==> src/rtl/if_pkg.sv <==
// Shared definitions for the instruction fetch stage.
// Holds the fetch FSM state encoding, the default reset PC, the
// instruction width, the PC increment and the word-alignment mask.
package if_pkg;

  typedef enum logic [1:0] {
    IDLE = 2'd0,
    REQ  = 2'd1,
    RESP = 2'd2,
    HOLD = 2'd3
  } state_t;

  localparam logic [31:0] DEF_RESET_PC = 32'h0000_0000;
  localparam int unsigned INSTR_W      = 32;
  localparam logic [31:0] PC_INC       = 32'd4;
  localparam logic [31:0] ALIGN_MASK   = 32'hFFFF_FFFC;

endpackage

==> src/rtl/if_pc_sel.sv <==
// Combinational next-PC select for the fetch stage.
// Priority: reset > redirect > increment > hold. Redirect targets are
// forced word-aligned.
// Ports:
//   rst_req     - reset is being applied this edge (active high)
//   redir       - redirect request
//   inc         - advance PC by one instruction
//   redir_pc    - redirect target (low two bits ignored)
//   pc          - current PC
//   pc_next_c   - PC to load at the next edge
//   pc_plus4_c  - pc + 4, wrapping modulo 2^32
module if_pc_sel
  import if_pkg::*;
#(
  parameter logic [31:0] RESET_PC = DEF_RESET_PC
) (
  input  logic        rst_req,
  input  logic        redir,
  input  logic        inc,
  input  logic [31:0] redir_pc,
  input  logic [31:0] pc,
  output logic [31:0] pc_next_c,
  output logic [31:0] pc_plus4_c
);

  always_comb begin
    pc_plus4_c = pc + PC_INC;
    pc_next_c  = pc;
    if (rst_req) begin
      pc_next_c = RESET_PC & ALIGN_MASK;
    end else if (redir) begin
      pc_next_c = redir_pc & ALIGN_MASK;
    end else if (inc) begin
      pc_next_c = pc_plus4_c;
    end
  end

endmodule

==> src/rtl/if_fetch_stage.sv <==
// Instruction fetch stage: owns the PC, issues word reads to a
// synchronous instruction memory and hands each instruction with its PC
// to decode over a valid/ready handshake. Execute may redirect the PC.
// Optional feature macro: IF_FETCH_CNT_EN adds a completed-handshake
// counter output fetch_cnt.
// Ports:
//   clka, rsta          - clock, synchronous active-low reset
//   imem_en, imem_addr  - memory read strobe and word address
//   imem_dout           - memory data, valid the cycle after imem_en
//   redir_valid/pc      - redirect request and target
//   id_valid/ready      - handshake to decode
//   id_instr/pc/pc4     - fetched instruction, its PC, PC + 4
//   fetch_cnt           - handshake count (IF_FETCH_CNT_EN only)
module if_fetch_stage
  import if_pkg::*;
#(
  parameter logic [31:0] RESET_PC = DEF_RESET_PC,
  parameter int unsigned IMEM_AW  = 6
) (
  input  logic               clka,
  input  logic               rsta,
  output logic               imem_en,
  output logic [IMEM_AW-1:0] imem_addr,
  input  logic [31:0]        imem_dout,
  input  logic               redir_valid,
  input  logic [31:0]        redir_pc,
  output logic               id_valid,
  input  logic               id_ready,
  output logic [31:0]        id_instr,
  output logic [31:0]        id_pc,
  output logic [31:0]        id_pc4
`ifdef IF_FETCH_CNT_EN
  ,
  output logic [31:0]        fetch_cnt
`endif
);

  state_t      state;
  state_t      state_next;
  logic [31:0] pc;
  logic [31:0] pc_next;
  logic [31:0] pc_plus4;
  logic        capture;
  logic        pc_inc;

  // Address truncates the PC; out-of-range PCs alias silently.
  assign imem_addr = pc[IMEM_AW+1:2];

  if_pc_sel #(
    .RESET_PC (RESET_PC)
  ) u_pc_sel (
    .rst_req    (!rsta),
    .redir      (redir_valid),
    .inc        (pc_inc),
    .redir_pc   (redir_pc),
    .pc         (pc),
    .pc_next_c  (pc_next),
    .pc_plus4_c (pc_plus4)
  );

  // State register.
  always_ff @(posedge clka) begin
    if (!rsta) begin
      state <= IDLE;
    end else begin
      state <= state_next;
    end
  end

  // Next state and memory strobe; redirect overrides the normal flow.
  always_comb begin
    state_next = state;
    imem_en    = 1'b0;
    capture    = 1'b0;
    pc_inc     = 1'b0;
    case (state)
      IDLE: state_next = REQ;
      REQ: begin
        imem_en    = 1'b1;
        state_next = RESP;
      end
      RESP: begin
        capture    = !redir_valid;
        pc_inc     = 1'b1;
        state_next = HOLD;
      end
      HOLD: begin
        if (id_ready) begin
          imem_en    = 1'b1;
          state_next = RESP;
        end
      end
      default: state_next = IDLE;
    endcase
    if (redir_valid) begin
      state_next = REQ;
    end
  end

  // PC register; all priority resolution lives in if_pc_sel.
  always_ff @(posedge clka) begin
    pc <= pc_next;
  end

  // Decode-side output register.
  always_ff @(posedge clka) begin
    if (!rsta) begin
      id_valid <= 1'b0;
      id_instr <= '0;
      id_pc    <= '0;
      id_pc4   <= PC_INC;
    end else if (redir_valid) begin
      id_valid <= 1'b0;
    end else if (capture) begin
      id_valid <= 1'b1;
      id_instr <= imem_dout;
      id_pc    <= pc;
      id_pc4   <= pc_plus4;
    end else if (id_valid && id_ready) begin
      id_valid <= 1'b0;
    end
  end

`ifdef IF_FETCH_CNT_EN
  // Handshakes coinciding with a redirect still count.
  always_ff @(posedge clka) begin
    if (!rsta) begin
      fetch_cnt <= '0;
    end else if (id_valid && id_ready) begin
      fetch_cnt <= fetch_cnt + 32'd1;
    end
  end
`endif

endmodule

==> config.mk <==
export PLATFORM = sky130hd
export DESIGN_NAME = if_fetch_stage
export DESIGN_NICKNAME = d
export VERILOG_FILES = /design/src/rtl/if_pkg.sv /design/src/rtl/if_pc_sel.sv /design/src/rtl/if_fetch_stage.sv
export SDC_FILE = /design/constraint.sdc
export NUM_CORES = 1
export LEC_CHECK = 0
export BUFFER_PORTS_ARGS = -buffer_cell sky130_fd_sc_hd__buf_4
export CORE_ASPECT_RATIO = 0.5
export CORE_MARGIN = 2
export CORE_UTILIZATION = 30
export DETAILED_ROUTE_END_ITERATION = 10
export PLACE_DENSITY = 0.58
export SYNTH_ARGS = -nofsm -noshare
export SYNTH_HDL_FRONTEND = slang
export SYNTH_HIERARCHICAL = 1
export SYNTH_SLANG_ARGS = --single-unit
==> constraint.sdc <==
create_clock -name clka -period 2.4 [get_ports clka]
set_input_delay 0.36 -clock clka [delete_from_list [all_inputs] [get_ports clka]]
set_output_delay 0.36 -clock clka [all_outputs]
set_load 0.02 [all_outputs]
## Word-level counts from Yosys, hierarchy flattened

Cells that the tools add are included.

- Bitwise gates (word level): 2
- Equality and inequality tests: 5
- Add/subtract/negate cells: 1
- Reductions and logical operators: 7
- Mux-type cells: 11

Operators with widths:

| kind | count |
|---|---|
| $mux 32 | 2 |
| $add 32x3->32 const B | 1 |
| $pmux 2 s4 | 1 |
| $mux 1 | 6 |
| $eq 2x2->1 const B | 2 |
| $reduce_bool 2->1 | 2 |
| $ne 3x3->1 const B | 1 |
| $eq 2x1->1 const B | 1 |
| $logic_not 2->1 | 1 |
| $mux 2 | 1 |
| $ne 2x2->1 const B | 1 |
| $not 1->1 | 2 |
| $pmux 1 s2 | 1 |
| $reduce_and 2->1 | 1 |
| $reduce_or 2->1 | 1 |
| $logic_and 1x1->1 | 1 |
| $logic_not 1->1 | 1 |

- Word-level logic and storage cells: 34
- Output and inout bits: 104
- Flip-flop bits (word level): 131

## Longest topological paths before layout

- Depth after elaboration: 4
- Depth in mapped cells: 8

## Cells and area by module

The synthesis kept the hierarchy.

By module, submodules not included:

| module | seq. area each (µm²) | instances | cells an instance | area an instance (µm²) |
|---|---|---|---|---|
| if_fetch_stage | 2622.5 | 1 | 469 | 4631.9 |
| if_pc_sel | 0.0 | 1 | 289 | 1767.9 |

## Worst setup path before layout

Ideal clock, no wire load.

- Kind: reg-to-reg
- Start: register pc[2]
- End: register id_pc4[26]
- Period minus slack after synthesis: 2.199 ns
- Path slack: 0.201 ns
- Data arrival time: 2.127 ns
- Cell stages (with the launch flop): 8
- Data required time: 2.328 ns
- Buffers on the path: 0
- Cells stage by stage: dfxtp_1 ha_1 nand3_1 or2_2 or4_1 xnor2_1 nand2_1 mux2i_1

- Longest elaborated chain between the ends: 1

Ends and longest elaborated chain:

| element | line | text |
|---|---|---|
| start: declaration | if_fetch_stage.sv:40 | `logic [31:0] pc;` |
| start signal: assignment | if_fetch_stage.sv:102 | `pc <= pc_next;` |
| $add 32x3->32 | if_pc_sel.sv:27 | `pc_plus4_c = pc + PC_INC;` |
| named net pc_plus4[26] | if_fetch_stage.sv:42 | `logic [31:0] pc_plus4;` |
| end signal: assignment | if_fetch_stage.sv:118 | `id_pc4 <= pc_plus4;` |
| end: declaration | if_fetch_stage.sv:31 | `output logic [31:0] id_pc4` |

The timed path passes the listed nets, and every way through them passes these cells.
A chain may end at the register's enable or synchronous reset.

## Worst setup path in the final report

- Start: register pc[10]
- End: register pc[17]

- Longest elaborated chain between the ends: 3

Ends and longest elaborated chain:

| element | line | text |
|---|---|---|
| $add 32x3->32 | if_pc_sel.sv:27 |  |
| $mux 32 | if_pc_sel.sv:33 | `end else if (inc) begin` |
| $mux 32 | if_pc_sel.sv:31 | `end else if (redir) begin` |

No other way between the ends. The select of a mux whose other input is x is not followed.

==> run metrics <==
outcome=complete, no violations; number of antenna-violating nets in the routed design=0; clock tree from TritonCTS=built; portion of the post-synthesis area used by sequential elements=0.410; half-perimeter wire length after detailed placement=13300 um; area share of the largest cell type after synthesis=0.410; most common cell after layout, fill and taps aside=nand2_1; headroom to the max-slew limit=0.564; synthesized area=about 6400 um^2; count of pins on the block boundary=roughly 170; leading cell types in the layout, fill and taps excluded=nand2_1, buf_4, dfxtp_1; worst setup path category=reg -> reg; number of design-rule violations left by the first detailed-router iteration=between 300 and 400; number of buffers on the longest clock path=2; share of final-layout standard cells stronger than drive strength 1=0.268; Hold Path Origin=redir_pc[3]; instance count after placement with tap cells included=about 1.2k; class of the tightest hold or removal check=in -> reg; clock latency on the worst-skew pair=0.42 ns; total number of clock tree sinks=~130; Clk Tree Root Cell=clkbuf_16; worst r2r src=pc[10]; effective utilization at floorplan=0.309; Final GP Congestion=approximately 0.87; Final Net Count=approximately 980; global-route wire length before repair=approximately 29000 um; total of hold buffers inserted after clock tree synthesis=0; syn nets=just over 800; setup skew after layout=0.0110 ns; Final setup violation count=0; share of flip-flops with an asynchronous set or reset=0; largest incremental delay on the critical path=0.50 ns; peak supply drop=0.450 mV; library cells used by synthesis=52; Die ar.=about 23000 um^2; diode insertion count for antenna repair=0; Leak=3.33 nW; crit path max-delay cell type=dfxtp_1; deepest level of the CTS H-tree=4; number of flip-flops and latches in the synthesized netlist=131; power per standard cell area=roughly 630 nW/um^2; gr ovfl total=0; growth of design area from synthesis to finish=32.9%; overall track demand over capacity in global routing=0.161; Site Rows=37; number of CTS-inserted buffers=17; type of element capturing the critical path=flip-flop; number of gates resized after cts=0; Cell Chain, Critical Path=nand4_2, or3_4, or4_1, a311oi_1; final sum of negative setup slack=0 ns; via count of the first global-routing pass=5456; filler-free cell count of the finished design=1197; worst r2r path cells=4; count of port buffers added during placement=roughly 170; startpoint type of the worst setup path=flip-flop; setup repair after global routing missed its margin=false; Horiz. Die Dim=211 um; Chip Height=around 110 um; Post-Syn Instances=758; Max Fclk=around 480 MHz; number of antenna violations at the first check in global routing=0; capturing point of the worst reg2reg path=pc[17]; Hold EP=pc[3]; WP data required=between 2 and 3 ns; Syn. warnings=6; final hold violations=0; number of synthesized flops with an enable pin=0; placeable core region=20700 um^2; Hold Path Stages=3; crit path DAT=2.42 ns; largest area contributor in the synthesized netlist=dfxtp_1; setup fix buffers added after clock tree synthesis=0; highest net fanout along the worst path=10; Reg clk slew, reported paths=~0.060 ns; per-instance average area after synthesis=~8.4 um^2; DR vias=about 5.7k; Max-Cap Viols=0; reg-to-reg slack, setup=a little over 0.3 ns; number of vias per cell after detailed routing=4.80; pin count of the biggest net entering global routing=slightly above 70; detailed-routing iteration count for the pre-antenna-repair pass=7; final worst path period share=0.874; post-DR wirelength/cell=about 15 um; total DRC errors in the routed layout=0; WL final=18300 um; top post-synthesis cells by area=dfxtp_1, mux2i_1, nand2_1; actual slew at the worst max-slew pin=approximately 0.65 ns; most frequently used flop master after synthesis=dfxtp_1; count of final max-slew check failures=0; clock period minus final worst setup slack=~2.1 ns
-- how the worst max path moves through the flow --
stage,from,end,slack [ns],depth (start not counted)
2_1_floorplan,pc[2],id_pc4[26],0.20,7
3_3_place_gp,pc[2],id_pc4[26],0.33,7
3_5_place_dp,pc[2],id_pc4[26],0.36,7
4_1_cts,pc[3],id_pc4[26],0.34,7
5_1_grt,pc[10],pc[27],0.1,5
6_report,pc[10],pc[17],0.30,4
-- sequential cells by signal, summed over array words and instances (netlist names) --
signal,count
id_instr,32
id_pc,32
id_pc4,32
id_valid,1
pc,32
state,2
-- critical path, delay by kind of cell, from the launching register on --
kind / cells / cell delay [ns]
flops: 1 / 0.50
simple gates: 3 / 1.25
compound gates: 1 / 0.26
-- layout make-up --
type / instances / area, um^2
fillers: 2131 / 12200
flip-flops and latches: 131 / 2620
repair buffers: 205 / 1580
clock inverters: 14 / 141
inverters: 15 / 56.3
clock buffers: 17 / 425
multi-input cells: 542 / 3340
well taps: 273 / 342
-- report_power, final --
group / switching (W) / internal [W]
sequential: 0.0000626 / 0.00223
clock: 0.00101 / 0.00152
combinational: 0.000277 / 0.000232
-- routing by layer --
metal  part of all wire  global-route usage  up-vias
met5                  0                   0        -
met4             0.0095              0.0558        0
met3              0.064              0.0502       15
met2               0.45               0.248      132
met1               0.47               0.214     2728
li1                   -                   -     2869
-- synthesized netlist by cell type (all sizes together), types with 7 or more instances --
library cell  instances
nor4                 11
a2111oi               8
nand4                22
clkbuf               36
xnor2                27
nand3                14
dfxtp               131
nor2b                 7
inv                  15
xor2                 12
a311oi               10
nor3                  7
and3                  7
mux2i                96
buf                  34
nor2                 37
nand2               222
-- cells by family (layout without fill, tap and decap cells) --
family                     count (synthesis)  in the layout  synth area share
AOI/OAI and AO/OA                         53             53            0.0630
xor gates and xnor gates                  39             39            0.0534
adders and majority gates                  1              1           0.00195
buffers and inverters                     85            251            0.0698
DFF                                      131            131             0.410
muxes                                     96             96             0.150
and+or+nand+nor                          353            353             0.252
-- metrics by stage --
step                      cell area, um^2  total power [W]   util  setup WS (ns)  hold WS (ns)
after detailed placement             7940          0.00285  0.383          0.362         0.449
after global placement               7940          0.00285  0.383          0.331         0.443
final                                8500          0.00533  0.410          0.303         0.180
after global routing                 8500          0.00556  0.410         0.0952         0.174
after floorplan                      6400          0.00264      -          0.201         0.435
after CTS                            8500          0.00542  0.410          0.341         0.161
Note: power is estimated with default switching activity, not from simulation.
